[config.mk]
export PLATFORM = sky130hd
export DESIGN_NAME = stopwatch_core
export DESIGN_NICKNAME = d
export VERILOG_FILES = /design/src/rtl/stopwatch_core.sv
export SDC_FILE = /design/constraint.sdc
export NUM_CORES = 1
export LEC_CHECK = 0
export ABC_CLOCK_PERIOD_IN_PS = 2700
export CAP_MARGIN = 20
export CORE_AREA = 4 4 83 85
export DETAILED_ROUTE_END_ITERATION = 8
export DIE_AREA = 0 0 87 89
export PLACE_DENSITY = 0.76
export SLEW_MARGIN = 20
export SYNTH_ARGS = -nofsm -noshare
export SYNTH_HDL_FRONTEND = slang
export SYNTH_SLANG_ARGS = --single-unit
[constraint.sdc]
create_clock -name clk -period 2.7 [get_ports clk]
set_input_delay 0.675 -clock clk [delete_from_list [all_inputs] [get_ports clk]]
set_output_delay 0.675 -clock clk [all_outputs]
set_load 0.005 [all_outputs]
[src/rtl/stopwatch_core.sv]
// Stopwatch timing core: centisecond prescaler plus MM:SS.cc packed-BCD counter
// with start/stop, pause, lap-hold and clear control.
module stopwatch_core #(
    parameter int unsigned TICK_DIV = 100000,
    parameter int unsigned DIV_W    = 17,
    parameter int unsigned MAX_MIN  = 59
) (
    input  logic        clk,
    input  logic        rst,
    input  logic        start_stop,
    input  logic        lap,
    input  logic        clear,
    output logic [23:0] disp_bcd,
    output logic        running,
    output logic        lap_hold,
    output logic        overflow,
    output logic        cs_tick
);

    localparam logic [DIV_W-1:0] PRESC_LAST = DIV_W'(TICK_DIV - 1);
    localparam logic [3:0]       MAX_M10    = 4'(MAX_MIN / 10);
    localparam logic [3:0]       MAX_M1     = 4'(MAX_MIN % 10);

    typedef enum logic [1:0] {
        IDLE    = 2'd0,
        RUNNING = 2'd1,
        PAUSED  = 2'd2
    } state_t;

    // Digit order: [5]=m10 [4]=m1 [3]=s10 [2]=s1 [1]=c10 [0]=c1
    state_t              state, state_n;
    logic [DIV_W-1:0]    presc, presc_n;
    logic [5:0][3:0]     count, count_n;
    logic [5:0][3:0]     count_inc;
    logic                count_wrap;
    logic                carry;
    logic [23:0]         disp_n;
    logic                running_n;
    logic                hold_n;
    logic                ovf_n;
    logic                tick_n;
    logic                clear_eff;

    // BCD increment of the count with one-cycle ripple carry and wrap detect
    always_comb begin
        count_inc  = count;
        count_wrap = 1'b0;
        carry      = 1'b1;
        for (int i = 0; i < 4; i++) begin
            if (carry) begin
                if (count[i] == ((i == 3) ? 4'd5 : 4'd9)) begin
                    count_inc[i] = 4'd0;
                end else begin
                    count_inc[i] = count[i] + 4'd1;
                    carry        = 1'b0;
                end
            end
        end
        if (carry) begin
            if (count[5] == MAX_M10 && count[4] == MAX_M1) begin
                count_inc[5] = 4'd0;
                count_inc[4] = 4'd0;
                count_wrap   = 1'b1;
            end else if (count[4] == 4'd9) begin
                count_inc[4] = 4'd0;
                count_inc[5] = count[5] + 4'd1;
            end else begin
                count_inc[4] = count[4] + 4'd1;
            end
        end
    end

    // Next-state and next-output logic; clear beats start_stop beats lap
    always_comb begin
        state_n   = state;
        presc_n   = presc;
        count_n   = count;
        hold_n    = lap_hold;
        ovf_n     = overflow;
        tick_n    = 1'b0;
        clear_eff = clear && (state != RUNNING);

        if (clear_eff) begin
            state_n = IDLE;
            presc_n = '0;
            count_n = '0;
            hold_n  = 1'b0;
            ovf_n   = 1'b0;
        end else begin
            if (state == RUNNING) begin
                if (presc == PRESC_LAST) begin
                    presc_n = '0;
                    tick_n  = 1'b1;
                    count_n = count_inc;
                    if (count_wrap) begin
                        ovf_n = 1'b1;
                    end
                end else begin
                    presc_n = presc + DIV_W'(1);
                end
            end
            if (start_stop) begin
                case (state)
                    IDLE:    state_n = RUNNING;
                    RUNNING: state_n = PAUSED;
                    PAUSED:  state_n = RUNNING;
                    default: state_n = IDLE;
                endcase
            end else if (lap) begin
                if (state == RUNNING) begin
                    hold_n = ~lap_hold;
                end else if (state == PAUSED && lap_hold) begin
                    hold_n = 1'b0;
                end
            end
        end

        // Freeze the display while held; capture the new count on the 0->1 edge
        if (hold_n && lap_hold) begin
            disp_n = disp_bcd;
        end else begin
            disp_n = count_n;
        end
        running_n = (state_n == RUNNING);
    end

    // State and output registers
    always_ff @(posedge clk) begin
        if (rst) begin
            state    <= IDLE;
            presc    <= '0;
            count    <= '0;
            disp_bcd <= '0;
            running  <= 1'b0;
            lap_hold <= 1'b0;
            overflow <= 1'b0;
            cs_tick  <= 1'b0;
        end else begin
            state    <= state_n;
            presc    <= presc_n;
            count    <= count_n;
            disp_bcd <= disp_n;
            running  <= running_n;
            lap_hold <= hold_n;
            overflow <= ovf_n;
            cs_tick  <= tick_n;
        end
    end

endmodule

==> run metrics <==
status finished clean; vias in the first global route 2729; first-pass iteration count of the detailed router 4; TritonCTS buffer count 9; Seq. cell area 0.00142 mm2; DIE HEIGHT 89 um; postcts setup bufs 0; Finished Core Util 63.6%; grt ovf 0; leakage power 0.00143 uW; Post-Syn Area 0.00332 mm2; CTS tree done; Ys Warns 0; min-delay worst type flop to flop; Least-Margin Pin Slew 1050 ps; hold_buf cts 0; Cell Chain, Critical Path nor4_4, nand4bb_1, or3_1, a21o_1, a32o_1; Max clock buf depth 2; fraction of registers with async set/reset 0%; Clock Skews 7.96 ps; r2r setup slk 310 ps; crit-path max FO 8; floorplan row count 29; Syn-to-layout area delta 19.0%; max_cap viols 0; commonest non-fill, non-tap cell in the layout nor2_1; first-pass GRT wire length 13.0 mm; CP peak stage delay 610 ps; Power Dens Cells 524 mW/mm2; Initial Util 53.4%; count of cell types in the netlist 60; Max Slew Vio Count 0; Seq/Total Area, Yosys 42.9%; Starting DRT DRC Count 123; final period utilization 88.6%; pin count of the biggest net entering global routing 25; WP data required 2950 ps; WS Path Type flop to flop; die area 0.00774 mm2; Final HPWL DP 5.45 mm; Die Width 87 um; Slowest-stage cell, CP or3_1; synthesized flop and latch total 71; Worst-Skew Late Latency 350 ps; Final GP Congestion 0.831; filler cell count 532; setup TNS 0 ps; share of layout cells above drive strength 1 10.0%; Via density 5.67; Post-DRT Antenna Nets 0; syn avg cell area 8.75 um2; Total Wirelength 7.58 mm; Routed wire per std cell 15.3 um; H-tree levels 3; DR DRC count 0; Post-synth EDFFs 0; most frequent cells in the layout nor2_1 (74), dfxtp_1 (71), nand2_1 (35); antenna cells 0; Port Buf Inserts 32; Top delay family on crit path simple AND/OR/NAND/NOR gates; total global routing track utilization 21.4%; Fmax 418 MHz; Root Driver clkbuf_8; Post-Syn Nets 395; via count 2819; Clock transition at path regs 80 ps; area occupied by multi-input gates 0.00177 mm2; CP Capture Type flop; antenna violations before repair 0; CP bufs+invs 0; WP data arrival 2640 ps; Total Nets Final 431; post_cts resized 0; Worst slew margin 29.5%; Main synth FF type dfxtp_1; RSZ-0062 raised after global routing no; Cells after Synth 379; crit path time final 2390 ps; setup violators final 0; final hold violations 0; Worst setup SP type flop; VDD IR-drop max 0.488 mV; Core Footprint 0.00620 mm2; Ports 33; Sink Count 71
-- per-layer routing --
metal,global-route usage [%],part of all wire (%),vias to the layer above
met5,0,0,-
met4,6.52,1.2,0
met3,5.90,5.0,10
met2,36.0,50,66
met1,26.7,44,1342
li1,-,-,1401
-- area by class of cell --
type,count,share of cell area [%]
clock buffer,9,3.14
inverter,8,0.761
tap,77,2.44
timing repair buffer,44,10.4
clock inverter,7,2.44
multi-input combinational,281,44.8
sequential,71,36.0
-- flip-flops by register name (all words and copies together), names as in the netlist --
register,flops
state,2
presc,17
lap_hold,1
count,24
cs_tick,1
disp_bcd,24
overflow,1
running,1
-- cells in the mapped netlist (6+ instances only) --
cell       n  share of area [%]
a211oi_1   7                1.6
a21oi_1   14                2.1
clkbuf_1  11                1.2
dfxtp_1   71                 43
ha_1      11                4.2
inv_1      8               0.91
mux2i_1   10                3.0
nand2_1   35                4.0
nand2b_1   7                1.3
nand3_1   14                2.1
nand4_1    9                1.7
nor2_1    74                8.4
nor4_1     6                1.1
o21ai_0   11                1.7
xnor2_1    9                2.4
xor2_1    10                2.6
-- cells by family (layout without fill, tap and decap cells) --
kind of cell | Yosys count | after routing | share of synthesized area [%]
buffers and inverters | 27 | 68 | 4.04
AOI/OAI and AO/OA | 57 | 57 | 11.2
and+or+nand+nor | 183 | 183 | 29.4
muxes | 11 | 11 | 3.36
adders and majority gates | 11 | 11 | 4.15
xor gates and xnor gates | 19 | 19 | 5.02
DFF | 71 | 71 | 42.9
-- tightest hold or removal path, delay by kind of cell, from the launching register on --
| family | cells | cell delay (ps) |
|---|---|---|
| DFF | 1 | 320 |
| and+or+nand+nor | 1 | 50 |
| AOI/OAI and AO/OA | 1 | 50 |
-- through the flow --
step	setup WS (ps)	total power (uW)	hold WS, ps	cell area [um2]	std cells
global placement	253	1150	439	3720	481
finish	309	2070	458	3950	497
CTS	341	2090	460	3950	497
floorplan	676	1120	443	3320	379
detailed placement	148	1150	445	3720	481
global route	194	2140	478	3950	497
-- path summary, 6_finish.rpt --
kind / start / to / depth (start not counted)
max reg2reg: presc[5] / disp_bcd[22] / 5
min: disp_bcd[23] / disp_bcd[23] / 2
min reg2reg: disp_bcd[23] / disp_bcd[23] / 2
max: presc[5] / disp_bcd[22] / 5
-- power breakdown --
group          switching [uW]  total, uW  internal (uW)
logic                    46.9       72.5           25.7
registers                3.09       1050           1050
clock network             417        940            523
total                     467       2070           1600
Power figures use the tool's default switching activity.
